==> config.mk <==
export PLATFORM = sky130hd
export DESIGN_NAME = codec_seq_ctrl
export DESIGN_NICKNAME = d
export VERILOG_FILES = /design/src/rtl/codec_pkg.sv /design/src/rtl/codec_tap_line.sv /design/src/rtl/codec_seq_ctrl.sv
export SDC_FILE = /design/constraint.sdc
export NUM_CORES = 1
export LEC_CHECK = 0
export ABC_CLOCK_PERIOD_IN_PS = 7700
export CAP_MARGIN = 20
export CORE_ASPECT_RATIO = 1.2
export CORE_UTILIZATION = 52
export CTS_CLUSTER_SIZE = 16
export DETAILED_ROUTE_END_ITERATION = 8
export PLACE_DENSITY = 0.95
export RECOVER_POWER = 50
export SETUP_SLACK_MARGIN = 0.2
export SLEW_MARGIN = 20
export SYNTH_ARGS = -nofsm -noshare
export SYNTH_HDL_FRONTEND = slang
export SYNTH_SLANG_ARGS = --single-unit
export TNS_END_PERCENT = 100
==> constraint.sdc <==
create_clock -name CLK100MHZ -period 7.7 [get_ports CLK100MHZ]
set_input_delay 0.77 -clock CLK100MHZ [delete_from_list [all_inputs] [get_ports CLK100MHZ]]
set_output_delay 0.77 -clock CLK100MHZ [all_outputs]
set_load 0.02 [all_outputs]
==> src/rtl/codec_pkg.sv <==
// Shared widths, FSM state encoding and phase-counter helper for the
// codec sequencing controller and its tap line.
package codec_pkg;

    localparam int W     = 8;
    localparam int CNT_W = 16;
    localparam int PH_W  = 8;   // phase counter width; phase lengths up to 2**PH_W cycles

    typedef enum logic [2:0] {
        ST_IDLE = 3'd0,
        ST_ENC  = 3'd1,
        ST_DEC  = 3'd2,
        ST_FILT = 3'd3,
        ST_OUT  = 3'd4
    } state_t;

    // A phase of N cycles starts its down-counter at N-1 and ends when it reads 0.
    function automatic logic [PH_W-1:0] phase_load(input int cycles);
        return PH_W'(cycles - 1);
    endfunction

endpackage

==> src/rtl/codec_tap_line.sv <==
// Four-deep signed history line feeding the filter; newest value in tap0.
// Shifts on command, clears synchronously, and resets asynchronously.
module codec_tap_line
    import codec_pkg::*;
(
    input  logic         clk,
    input  logic         rst,
    input  logic         shift,
    input  logic         clear,
    input  logic [W-1:0] din,
    output logic [W-1:0] tap0,
    output logic [W-1:0] tap1,
    output logic [W-1:0] tap2,
    output logic [W-1:0] tap3
);

    // NOTE: every register is in the reset list; the line is only four words, so no memory-style un-reset storage.
    always_ff @(posedge clk or posedge rst) begin
        if (rst) begin
            tap0 <= '0;
            tap1 <= '0;
            tap2 <= '0;
            tap3 <= '0;
        end else if (clear) begin
            tap0 <= '0;
            tap1 <= '0;
            tap2 <= '0;
            tap3 <= '0;
        end else if (shift) begin
            tap3 <= tap2;
            tap2 <= tap1;
            tap1 <= tap0;
            tap0 <= din;
        end
    end

endmodule

==> src/rtl/codec_seq_ctrl.sv <==
// Runs one sample at a time through encode, decode and filter phases,
// keeps the filter history and returns the filtered result via valid/ready.
module codec_seq_ctrl
    import codec_pkg::*;
#(
    parameter int ENC_CYCLES  = 8,
    parameter int DEC_CYCLES  = 8,
    parameter int FILT_CYCLES = 2
) (
    input  logic             CLK100MHZ,
    input  logic             reset,
    input  logic             in_valid,
    output logic             in_ready,
    input  logic [W-1:0]     in_data,
    input  logic             clear_hist,
    output logic             enc_start,
    output logic [W-1:0]     enc_data,
    output logic [W-1:0]     enc_delay,
    output logic             dec_start,
    input  logic [W-1:0]     dec_result,
    output logic [W-1:0]     filt_current,
    output logic [W-1:0]     filt_delay,
    output logic [W-1:0]     filt_delay2,
    output logic [W-1:0]     filt_delay3,
    input  logic [W-1:0]     filt_result,
    output logic             out_valid,
    input  logic             out_ready,
    output logic [W-1:0]     out_data,
    output logic             err_sticky,
    output logic [CNT_W-1:0] frame_count
);

    state_t          state;
    logic [PH_W-1:0] phase_cnt;
    logic            phase_last;
    logic            tap_shift;
    logic            tap_clear;

    assign phase_last = (phase_cnt == '0);
    // History moves on the final decode cycle; clearing is honoured only while idle.
    assign tap_shift  = (state == ST_DEC) && phase_last;
    assign tap_clear  = (state == ST_IDLE) && clear_hist;

    codec_tap_line u_tap_line (
        .clk   (CLK100MHZ),
        .rst   (reset),
        .shift (tap_shift),
        .clear (tap_clear),
        .din   (dec_result),
        .tap0  (filt_current),
        .tap1  (filt_delay),
        .tap2  (filt_delay2),
        .tap3  (filt_delay3)
    );

    // NOTE: all state and outputs update with non-blocking assignments so every read sees pre-edge values.
    always_ff @(posedge CLK100MHZ or posedge reset) begin
        if (reset) begin
            state       <= ST_IDLE;
            phase_cnt   <= '0;
            in_ready    <= 1'b0;
            enc_start   <= 1'b0;
            enc_data    <= '0;
            enc_delay   <= '0;
            dec_start   <= 1'b0;
            out_valid   <= 1'b0;
            out_data    <= '0;
            err_sticky  <= 1'b0;
            frame_count <= '0;
        end else begin
            case (state)
                ST_IDLE: begin
                    in_ready <= 1'b1;
                    if (clear_hist) begin
                        err_sticky <= 1'b0;
                        enc_data   <= '0;
                        enc_delay  <= '0;
                    end
                    if (in_valid && in_ready) begin
                        // A same-cycle clear wins for the delay word; the new sample still loads.
                        enc_delay <= clear_hist ? '0 : enc_data;
                        enc_data  <= in_data;
                        in_ready  <= 1'b0;
                        enc_start <= 1'b1;
                        phase_cnt <= phase_load(ENC_CYCLES);
                        state     <= ST_ENC;
                    end
                end

                ST_ENC: begin
                    if (phase_last) begin
                        enc_start <= 1'b0;
                        dec_start <= 1'b1;
                        phase_cnt <= phase_load(DEC_CYCLES);
                        state     <= ST_DEC;
                    end else begin
                        phase_cnt <= phase_cnt - PH_W'(1);
                    end
                end

                ST_DEC: begin
                    if (phase_last) begin
                        dec_start  <= 1'b0;
                        err_sticky <= err_sticky | (dec_result != enc_data);
                        phase_cnt  <= phase_load(FILT_CYCLES);
                        state      <= ST_FILT;
                    end else begin
                        phase_cnt <= phase_cnt - PH_W'(1);
                    end
                end

                ST_FILT: begin
                    if (phase_last) begin
                        out_data  <= filt_result;
                        out_valid <= 1'b1;
                        state     <= ST_OUT;
                    end else begin
                        phase_cnt <= phase_cnt - PH_W'(1);
                    end
                end

                ST_OUT: begin
                    if (out_ready) begin
                        out_valid   <= 1'b0;
                        frame_count <= frame_count + CNT_W'(1);
                        in_ready    <= 1'b1;
                        state       <= ST_IDLE;
                    end
                end

                default: begin
                    state     <= ST_IDLE;
                    in_ready  <= 1'b0;
                    enc_start <= 1'b0;
                    dec_start <= 1'b0;
                    out_valid <= 1'b0;
                end
            endcase
        end
    end

endmodule
==> impl_metrics.tcl <==
set metrics [dict create \
    finalHoldViolations 0 \
    grtUsageMet3 0.05377 \
    worstPathCellList "inv_1, ha_1, nor4b_1, nand2_1, nor3_2, mux2_2" \
    fp.coreArea_sq_mm 0.007232 \
    rows 34 \
    cts_sinks 88 \
    arrival_ns 2.88 \
    finClkSkew_ns 0.01029 \
    fin_crit_ns 2.643 \
    dr.pass1.iters 4 \
    slew_violations 0 \
    synth_area_leaders "dfrtp_1 57%, nand2_1 7.1%, a21oi_1 4.2%, xnor2_1 4.1%, a22o_1 3.6%" \
    max_stage_delay_ns 0.63 \
    cts_max_path_buffers 2 \
    synth_top_flop_cell "dfrtp_1" \
    antennaDiodeCount 0 \
    cts_buffers 9 \
    grt_remaining_overflow 0 \
    path_clk_slew_ns 0.09 \
    grt_pass1_wl_mm 14.52 \
    timing.fmax_mhz 378.3 \
    ir_drop_mv 0.2272 \
    synth_top_cell_by_area "dfrtp_1" \
    die_x_um 80.96 \
    synth-seq-cells 88 \
    route.antenna.remaining_nets 0 \
    io_pins 106 \
    synthMuxAreaShare 0.02605 \
    dpl_worst_slack_ns 5.000 \
    setup_viol 0 \
    worstSetupPathType "reg2reg" \
    drc 0 \
    ctsRootBufferMaster "clkbuf_8" \
    wl_mm 8.852 \
    synth_top_area_share 0.5661 \
    die-area_sq_mm 0.007832 \
    syn_inst 371 \
    synthArstFlopShare 1.000 \
    required_ns 7.93 \
    crit_buf_inv 1 \
    synth_compound_area_frac 0.1261 \
    wire_per_inst_um 15.70 \
    p_leak_nw 2.270 \
    cts_setup_buffers 0 \
    slew_headroom 0.3360 \
    start_kind "register" \
    rsz0062_at_grt "false" \
    path_delay_family "simple AND/OR/NAND/NOR gates" \
    max_cap_violations 0 \
    hold_class "reg2reg" \
    top_usage_layer "met2" \
    synthToLayoutAreaGrowth_pct 32.71 \
    finalSetupTns_ns 0 \
    grt_antenna_before_repair 0 \
    cts_tree "done" \
    grt_pass1_vias 3101 \
    dp_hpwl_mm 6.304 \
    ctsResizeCount 0 \
    yosysSeqAreaShare 0.5661 \
    cp-end-kind "register" \
    synthXorXnorAreaFrac 0.05404 \
    drt-vias-per-instance 5.619 \
    setup_ws_ns 5.057 \
    syn_area_sq_mm 0.003890 \
    grt_max_degree 89 \
    synth-edff-count 0 \
    cts_hold_buf 0 \
    drt_first_iter_violations 208 \
    crit_path_max_fanout 9 \
    power_density_mw_per_mm2 354.5 \
    tightestPinTransition_ns 0.9924 \
    synth_top_family_by_area "simple AND/OR/NAND/NOR gates" \
    via_count 3169 \
    drive_gt1_frac 0.08650 \
    synth.distinct_cells 46 \
    critPathSlowestCell "nor3_2" \
    finalCritPeriodShare 0.3433 \
    synth_fa_ha_area_frac 0.006433 \
    clk_latency_ns 0.35 \
    place.gp.congestion 0.8940 \
    avgSynthCellArea_sq_um 10.49 \
    reg2reg_setup_slack_ns 5.06 \
    syn-num-nets 402 \
    status "finished clean" \
    grtUsageTotal 0.2419 \
    yosysWarnings 0 \
    portBuffers 105 \
    fin_nets 500 \
    synth-simple-area-share 0.1837 \
    dieHeight_um 96.75 \
    grt_use_met2 0.4059 \
    start_util 0.5379 \
    met1_usage 0.2965 \
    cts.htree.levels 3 \
]
placed cells by master, fill, tap and decap left out, types with 5 or more instances in the layout:
cell type / n
mux2_2: 9
o21ai_0: 9
dfrtp_1: 88
or3_1: 5
xor2_1: 6
nor2_1: 15
nand3_1: 10
nand4_1: 7
clkbuf_8: 10
a21oi_1: 33
xnor2_1: 18
nand2_2: 8
clkdlybuf4s50_1: 81
dlygate4sd3_1: 24
a22o_1: 16
inv_1: 6
nand2_1: 74
power by group:
group          switching [W]  leakage (nW)  internal [W]
combinational       0.000384         0.993      0.000358
clock               0.000159         0.100      0.000161
sequential          0.000155          1.18      0.000613
total               0.000697          2.27       0.00113
cell usage after synthesis (all sizes together), types with 2 or more instances:
cell type,count
a211oi,2
a21oi,33
a22o,16
a31oi,4
and3,2
and4,4
buf,10
clkbuf,11
dfrtp,88
ha,2
inv,7
mux2,9
nand2,82
nand2b,2
nand3,10
nand4,7
nor2,15
nor3,4
nor3b,2
nor4,3
o2111ai,2
o211ai,3
o21ai,9
or3,5
xnor2,18
xor2,6
state kept, by name, summed over array words and instances, names as in the netlist:
name,count
in_ready,1
err_sticky,1
u_tap_line.tap1,8
dec_start,1
phase_cnt,8
u_tap_line.tap0,8
u_tap_line.tap2,8
out_valid,1
enc_data,8
u_tap_line.tap3,8
state,3
out_data,8
enc_delay,8
frame_count,16
enc_start,1
final timing paths:
path / startpoint / end / depth (start not counted)
worst max-delay path: phase_cnt[0] / out_data[6] / 6
worst min-delay path: frame_count[15] / frame_count[15] / 1
worst max register to register: phase_cnt[0] / out_data[6] / 6
worst min register to register: frame_count[15] / frame_count[15] / 1
max in group asynchronous: reset / phase_cnt[3] / 3
min in group asynchronous: reset / frame_count[8] / 3
routing by layer:
layer / wire [um] / up-vias
li1: - / 1490
met4: 152 / 0
met3: 530 / 12
met1: 3595 / 1557
met5: 0 / -
met2: 4574 / 110
kinds of logic after synthesis:
logic type / count (synthesis)
adders and majority gates: 2
muxes: 9
DFF: 88
buffers and inverters: 28
xor gates and xnor gates: 24
AOI/OAI and AO/OA: 76
and+or+nand+nor: 144
layout make-up:
class,count,area (sq um)
Multi-Input combinational cell,255,1538
Clock inverter,5,63.81
Clock buffer,11,141.4
Fill cell,535,2069
Tap cell,90,112.6
Inverter,7,27.53
Timing Repair Buffer,108,1077
Sequential cell,88,2202
metrics by stage:
stage	instances	hold slack [ns]	power, W	utilization	area [sq um]
after floorplan	371	0.4898	0.001179	-	3890
after global placement	548	0.4628	0.001497	0.6855	4957
after detailed placement	548	0.4710	0.001534	0.6855	4957
after CTS	564	0.4831	0.001859	0.7138	5162
after global routing	564	0.5242	0.001939	0.7138	5162
final	564	0.4855	0.001830	0.7138	5162
(Power assumes the default switching activity.)
